==> config.mk <==
export PLATFORM = sky130hd
export DESIGN_NAME = cmd_uart_rx
export DESIGN_NICKNAME = d
export VERILOG_FILES = /design/src/rtl/cmd_uart_rx.sv
export SDC_FILE = /design/constraint.sdc
export NUM_CORES = 1
export LEC_CHECK = 0
export BUFFER_PORTS_ARGS = -buffer_cell sky130_fd_sc_hd__clkbuf_2
export CAP_MARGIN = 10
export CORE_UTILIZATION = 55
export DETAILED_ROUTE_END_ITERATION = 10
export PLACE_DENSITY = 0.73
export SYNTH_ARGS = -nofsm -noshare
export SYNTH_HDL_FRONTEND = slang
export SYNTH_SLANG_ARGS = --single-unit
==> constraint.sdc <==
create_clock -name clk -period 6.2 [get_ports clk]
set_clock_uncertainty 0.1 [all_clocks]
set_input_delay 1.55 -clock clk [delete_from_list [all_inputs] [get_ports clk]]
set_output_delay 1.55 -clock clk [all_outputs]
set_load 0.02 [all_outputs]
==> src/rtl/cmd_uart_rx.sv <==
// Purpose: 8N1 UART receiver that pairs bytes (high byte first) into a 16-bit command word.
// Latency: cmd/cmd_rdy update one clk after the low byte's stop-bit sample (one cycle after byte_vld).
// Backpressure: none; cmd_rdy is a sticky flag cleared by clr_cmd_rdy, and unconsumed commands are overwritten silently.
module cmd_uart_rx #(
  parameter int BAUD_DIV = 2604,
  parameter int BYTE_TO  = 1000000
) (
  input  logic        clk,
  input  logic        rst,
  input  logic        RX,
  input  logic        clr_cmd_rdy,
  output logic [15:0] cmd,
  output logic        cmd_rdy,
  output logic        frm_err
);

  localparam int BW = $clog2(BAUD_DIV) + 1;
  localparam int TW = $clog2(BYTE_TO);
  localparam logic [BW-1:0] BAUD_FULL = BW'(BAUD_DIV);
  localparam logic [BW-1:0] BAUD_HALF = BW'(BAUD_DIV / 2);
  localparam logic [BW-1:0] BAUD_ONE  = BW'(1);
  localparam logic [TW-1:0] TO_LAST   = TW'(BYTE_TO - 1);

  typedef enum logic [1:0] {R_IDLE, R_START, R_DATA, R_STOP} rx_state_t;
  typedef enum logic {A_WAIT_HI, A_WAIT_LO} asm_state_t;

  // synchronizer and edge-detect history
  logic rx_meta, rx_s, rx_prev;

  // bit receiver state
  rx_state_t      rx_state, rx_nxt;
  logic [BW-1:0]  baud_cnt, baud_nxt;
  logic [2:0]     bit_cnt, bit_nxt;
  logic [7:0]     shift, shift_nxt;
  logic           byte_vld, byte_vld_nxt;
  logic           frm_err_nxt;
  logic           baud_exp;

  // byte-pair assembler state
  asm_state_t     asm_state, asm_nxt;
  logic [7:0]     hi_byte, hi_nxt;
  logic [TW-1:0]  to_cnt, to_nxt;
  logic [15:0]    cmd_nxt;
  logic           rdy_nxt;

  assign baud_exp = (baud_cnt == BAUD_ONE);

  // Two-flop synchronizer for the asynchronous RX line, plus one flop of history for falling-edge detect.
  always_ff @(posedge clk or posedge rst) begin
    if (rst) begin
      rx_meta <= 1'b1;
      rx_s    <= 1'b1;
      rx_prev <= 1'b1;
    end else begin
      rx_meta <= RX;
      rx_s    <= rx_meta;
      rx_prev <= rx_s;
    end
  end

  // Receiver registers: state, baud/bit counters, shift register and the one-cycle result pulses.
  always_ff @(posedge clk or posedge rst) begin
    if (rst) begin
      rx_state <= R_IDLE;
      baud_cnt <= '0;
      bit_cnt  <= '0;
      shift    <= '0;
      byte_vld <= 1'b0;
      frm_err  <= 1'b0;
    end else begin
      rx_state <= rx_nxt;
      baud_cnt <= baud_nxt;
      bit_cnt  <= bit_nxt;
      shift    <= shift_nxt;
      byte_vld <= byte_vld_nxt;
      frm_err  <= frm_err_nxt;
    end
  end

  // Receiver next state: half-bit wait to mid start bit, then sample every full bit period.
  always_comb begin
    rx_nxt       = rx_state;
    baud_nxt     = baud_cnt;
    bit_nxt      = bit_cnt;
    shift_nxt    = shift;
    byte_vld_nxt = 1'b0;
    frm_err_nxt  = 1'b0;
    case (rx_state)
      R_IDLE: begin
        // Only a genuine 1->0 transition starts a frame; a line held low stays ignored.
        if (rx_prev && !rx_s) begin
          rx_nxt   = R_START;
          baud_nxt = BAUD_HALF;
        end
      end
      R_START: begin
        if (baud_exp) begin
          if (!rx_s) begin
            rx_nxt   = R_DATA;
            baud_nxt = BAUD_FULL;
            bit_nxt  = 3'd0;
          end else begin
            rx_nxt = R_IDLE;  // start bit did not survive to mid-bit: glitch
          end
        end else begin
          baud_nxt = baud_cnt - BAUD_ONE;
        end
      end
      R_DATA: begin
        if (baud_exp) begin
          shift_nxt = {rx_s, shift[7:1]};  // line is LSB first
          baud_nxt  = BAUD_FULL;
          bit_nxt   = bit_cnt + 3'd1;
          if (bit_cnt == 3'd7) begin
            rx_nxt = R_STOP;
          end
        end else begin
          baud_nxt = baud_cnt - BAUD_ONE;
        end
      end
      R_STOP: begin
        if (baud_exp) begin
          byte_vld_nxt = rx_s;
          frm_err_nxt  = !rx_s;
          rx_nxt       = R_IDLE;
        end else begin
          baud_nxt = baud_cnt - BAUD_ONE;
        end
      end
      default: rx_nxt = R_IDLE;
    endcase
  end

  // Assembler registers: pairing state, stored high byte, inter-byte timer and the command outputs.
  always_ff @(posedge clk or posedge rst) begin
    if (rst) begin
      asm_state <= A_WAIT_HI;
      hi_byte   <= '0;
      to_cnt    <= '0;
      cmd       <= '0;
      cmd_rdy   <= 1'b0;
    end else begin
      asm_state <= asm_nxt;
      hi_byte   <= hi_nxt;
      to_cnt    <= to_nxt;
      cmd       <= cmd_nxt;
      cmd_rdy   <= rdy_nxt;
    end
  end

  // Assembler next state: pair bytes, drop a lone high byte on timeout or framing error; a set of cmd_rdy beats a clear.
  always_comb begin
    asm_nxt = asm_state;
    hi_nxt  = hi_byte;
    to_nxt  = to_cnt;
    cmd_nxt = cmd;
    rdy_nxt = cmd_rdy & ~clr_cmd_rdy;
    case (asm_state)
      A_WAIT_HI: begin
        if (byte_vld) begin
          hi_nxt  = shift;
          rdy_nxt = 1'b0;
          to_nxt  = '0;
          asm_nxt = A_WAIT_LO;
        end
      end
      A_WAIT_LO: begin
        if (byte_vld) begin
          cmd_nxt = {hi_byte, shift};
          rdy_nxt = 1'b1;
          asm_nxt = A_WAIT_HI;
        end else if (frm_err || (to_cnt == TO_LAST)) begin
          hi_nxt  = '0;
          asm_nxt = A_WAIT_HI;
        end else begin
          // reaching TO_LAST leaves this state, so the count never wraps
          to_nxt = to_cnt + TW'(1);
        end
      end
      default: asm_nxt = A_WAIT_HI;
    endcase
  end

endmodule

# == Yosys cells after proc, flatten, opt, wreduce, memory -nomap -nowiden ==
# Index checks and enable logic that the tools add are counted.
# word_totals
reg_bits,77
# op_classes
add_sub_neg,3
eq_ne,18
mux,36
n_bitwise,3
reduce_logical,12
# op_table
op,n
13-bit two-way mux,5
20-bit two-way mux,3
13-bit case mux with 4 select lines,1
20-bit case mux with 2 select lines,1
8-bit two-way mux,3
20-bit by 1-bit adder with 20-bit output (second input constant),1
20-bit equality test (second input constant),1
2-bit != test (second input constant),10
8-bit case mux with 2 select lines,1
13-bit by 1-bit equality test with 1-bit output (second input constant),1
13-bit by 1-bit subtractor with 13-bit output (second input constant),1
2-bit two-way mux,6
1-bit two-way mux,9
3-bit two-way mux,3
3-bit AND reduction,3
2-bit case mux with 4 select lines,1
3-bit case mux with 2 select lines,1
5-bit AND reduction,1
2-bit equality test (second input constant),2
1-bit case mux with 2 select lines,2
2-bit AND reduction,2
4-bit AND reduction,1
3-bit by 1-bit adder with 3-bit output (second input constant),1
3-bit equality test (second input constant),1
other kinds (10),11

# == Logic depth before layout (Yosys ltp) ==
# depth
word_depth,5
mapped_depth,9
mapped_depth_nobuf,7

# == Worst setup path before layout ==
# No wires, ideal clock.
# synth_timing
path_kind,reg-to-reg
startpoint,register rx_state[0]
endpoint,register baud_cnt[7]
setup_ps,69
synth_period_minus_slack_ps,2221
required_time_ps,6031
n_path_buf,2
setup_slack_ps,3979
stages_incl_launch_ff,9
arrival_ps,2052
cell_sequence,dfrtp_1 > inv_1 > ha_1 > buf_1 > nor2_1 > or2_0 > clkbuf_1 > or4_1 > nand3_1
# synth_via
elab_chain_len,3
word_cells_on_any_way,9
cone_classes,6 x eq/ne; 1 x mux; 2 x reduce/logical
# synth_rtl
item,line,source
start: declaration,31,"rx_state_t rx_state, rx_nxt;"
start signal: assignment,71,rx_state <= rx_nxt;
"2-bit by 1-bit equality test with 1-bit output, or another cell as far along",88,case (rx_state)
3-bit != test (no line) or 2-bit != test (tied branches),n/a,
3-bit AND reduction (no line),n/a,
end signal: assignment,72,baud_cnt <= baud_nxt;
end: declaration,32,"logic [BW-1:0] baud_cnt, baud_nxt;"
# Several ways; a longest one is shown, not always the timed one.
# A chain may end at the register's enable or synchronous reset.

# == Worst setup path in the final report ==
# layout_timing
startpoint,register frm_err
endpoint,output port frm_err
# layout_rtl
item,line,source
start: declaration,14,output logic frm_err
start signal: assignment,76,frm_err <= frm_err_nxt;
# No word-level cell between the ends.

==> results_dict.tcl <==
set metrics [dict create \
    power.sequential.fraction_pct 43.9 \
    grt_max_degree 78 \
    hold_class "flip-flop to flip-flop" \
    p_leak_nw 1.99 \
    tightestPinTransition_ns 1.03 \
    crit_buf_inv 1 \
    synthTopCellsByArea "dfrtp_1, nand2_1, mux2_2" \
    synth_area_um2 3950 \
    wl_per_cell_um 15.7 \
    rsz0062_at_grt "false" \
    critical-path-slowest-cell "dfrtp_1" \
    antenna_found_initial 0 \
    cp_top_family "flip-flops" \
    pwr-share-comb_pct 29.0 \
    crit_start "frm_err$_DFF_PP0_" \
    yosys_register_bits 77 \
    synthArstFlopShare_pct 100 \
    synth_top_area_share_pct 46.9 \
    worstPathCellList "clkbuf_2" \
    required_ns 4.55 \
    r2r_cells 7 \
    place_inst 501 \
    fp.dieArea_um2 7520 \
    postRouteAntennaNets 0 \
    post-cts-setup-buffers 0 \
    diodes 0 \
    yosys.area.top_type "dfrtp_1" \
    clockPowerShare_pct 27.1 \
    end_kind "output pin" \
    fmax_mhz 359 \
    yosys.cell_count.top_type "dfrtp_1" \
    finalNetCount 430 \
    place.detailed.hpwl_mm 5.47 \
    ys.flop_type "dfrtp_1" \
    fillCellCount 599 \
    grt_pass1_wl_mm 13.7 \
    synth_warnings 0 \
    slew_headroom_pct 30.8 \
    place_congestion 0.901 \
    internal-power_mw 0.840 \
    area_growth_pct 9.13 \
    syn_avg_cell_area_um2 9.94 \
    rows 30 \
    coreArea_um2 6870 \
    grt_util_all_layers_pct 23.5 \
    p_per_area_nw_per_um2 314 \
    drive_gt1_share_pct 16.6 \
    port_buffers 21 \
    synth-seq-area-share_pct 48.9 \
    crit_type "flip-flop to output pin" \
    design_area_um2 4310 \
    worstPathArrival_ns 1.13 \
    synth_cells 397 \
    die-height_um 86.7 \
    synth-edff-count 0 \
    drtIter0Drc 165 \
    clockBufferDepth 2 \
    synth.net_count 411 \
    cts_tree "built" \
    cts_hold_buf 0 \
    cts_max_level 3 \
    drc 0 \
    crit_path_end "frm_err" \
    netlist_top_cells_count "dfrtp_1, nand2_1, nor2_1" \
    vias_per_cell 5.81 \
    setup_ws_ns 3.42 \
    place_ws_ns 3.58 \
    cp_max_fo 10 \
    cts-buffers-inserted 9 \
    min_period_ns 2.78 \
    placed_area_um2 4120 \
    fp.dieW_um 86.7 \
    whs_ns 0.258 \
    hold_viol 0 \
    r2r_slack_ns 3.75 \
    grt_overflow_total 0 \
    multi_input_area_um2 1910 \
    status "finished, final reports clean" \
    cts-root-buf "clkbuf_8" \
    finalSetupTns_ns 0 \
    r2r_end "baud_cnt[5]$_DFFE_PP0P_" \
    cts_sinks 77 \
    instances_no_fill 517 \
    grt_pass1_vias 2918 \
    wirelength_mm 8.13 \
    start_util_pct 57.5 \
    register_area_um2 1930 \
    crit_path_start_kind "flip-flop" \
    cp.depth 1 \
    maxCapViolCount 0 \
    irDropWorstVdd_v 0.000189 \
    ios 22 \
    synth_cell_types 67 \
    final-setup-viol-count 0 \
    insertion_delay_ns 0.36 \
    r2r_start "baud_cnt[1]$_DFFE_PP0P_" \
    slew_violations 0 \
    timing.final.crit_share_pct 44.9 \
    switching_share_pct 38.0 \
    path_clk_slew_ns 0.08 \
    via_count 3002 \
    cts_resized 0 \
    switchingPower_mw 0.515 \
    first_pass_iters 4 \
    slowest_delay_ns 0.54 \
]
[final cells by class]
type | count | share of cell area [%]
sequential | 77 | 44.8
timing repair buffer | 22 | 2.61
clock buffer | 9 | 2.88
clock inverter | 7 | 1.48
tap | 96 | 2.79
multi-input combinational | 293 | 44.3
inverter | 13 | 1.16
[layout by cell type, fill, tap and decap left out, types with 4 or more instances in the layout]
cell and instances:
a211oi_1 5, clkbuf_8 9, nand4_1 7, ha_1 10
a21oi_1 27, nor2_1 29, nand3_1 11, nor3b_1 4
mux2i_1 7, dfrtp_1 74, o21ai_1 13, nor2b_1 4
mux2_1 7, nor4_1 5, a31oi_1 6, mux2_2 16
o21ai_0 11, and3_1 4, inv_1 11, clkbuf_2 21
nand2_1 57, nor3_1 10
[metal layers]
layer	vias to the layer above	part of all wire (%)	global-route usage [%]
li1	1471	-	-
met3	13	3.3	3.43
met1	1449	47	31.7
met5	-	0	0
met4	0	1.9	11.5
met2	69	48	37.2
[sequential cells by signal, indices dropped and copies added, names as in the netlist, named ones only]
register	cells
asm_state	1
rx_prev	1
baud_cnt	13
bit_cnt	3
hi_byte	8
cmd	16
byte_vld	1
frm_err	1
cmd_rdy	1
rx_meta	1
rx_s	1
rx_state	1
to_cnt	20
shift	8
[cell families (layout without fill, tap and decap cells)]
family / Yosys count / in the layout / synth area share [%]
AO/OA/AOI/OAI: 87 / 87 / 13.9
XOR/XNOR: 4 / 4 / 0.888
adder cells (fa/ha/maj): 10 / 10 / 3.17
buffers and inverters: 27 / 51 / 2.79
flip-flops: 77 / 77 / 48.9
multiplexers: 30 / 30 / 8.34
AND/OR/NAND/NOR: 162 / 162 / 22.1
[power by group through the flow]
| stage | logic [mW] | registers (mW) | clock network, mW |
|---|---|---|---|
| final | 0.393 | 0.595 | 0.367 |
| after floorplan | 0.329 | 0.583 | 0 |
| after global routing | 0.442 | 0.601 | 0.398 |
| after CTS | 0.390 | 0.593 | 0.375 |
| after detailed placement | 0.388 | 0.602 | 0 |
| after global placement | 0.386 | 0.600 | 0 |
[per-stage QoR]
| stage | power (mW) | util, % |
|---|---|---|
| 3_5_place_dp | 0.990 | 60.0 |
| 6_report | 1.35 | 62.7 |
| 5_1_grt | 1.44 | 62.7 |
| 4_1_cts | 1.36 | 62.7 |
| 3_3_place_gp | 0.986 | 60.0 |
| 2_1_floorplan | 0.912 | - |
[worst min-delay path by stage]
stage | startpoint | cells after the start | endpoint
after floorplan | rx_meta$_DFF_PP1_ | 0 | rx_s$_DFF_PP1_
after global placement | rx_meta$_DFF_PP1_ | 0 | rx_s$_DFF_PP1_
after detailed placement | rx_meta$_DFF_PP1_ | 0 | rx_s$_DFF_PP1_
after CTS | rx_meta$_DFF_PP1_ | 0 | rx_s$_DFF_PP1_
after global routing | rx_meta$_DFF_PP1_ | 0 | rx_s$_DFF_PP1_
final | rx_meta$_DFF_PP1_ | 0 | rx_s$_DFF_PP1_
Note: power is estimated with default switching activity, not from simulation.
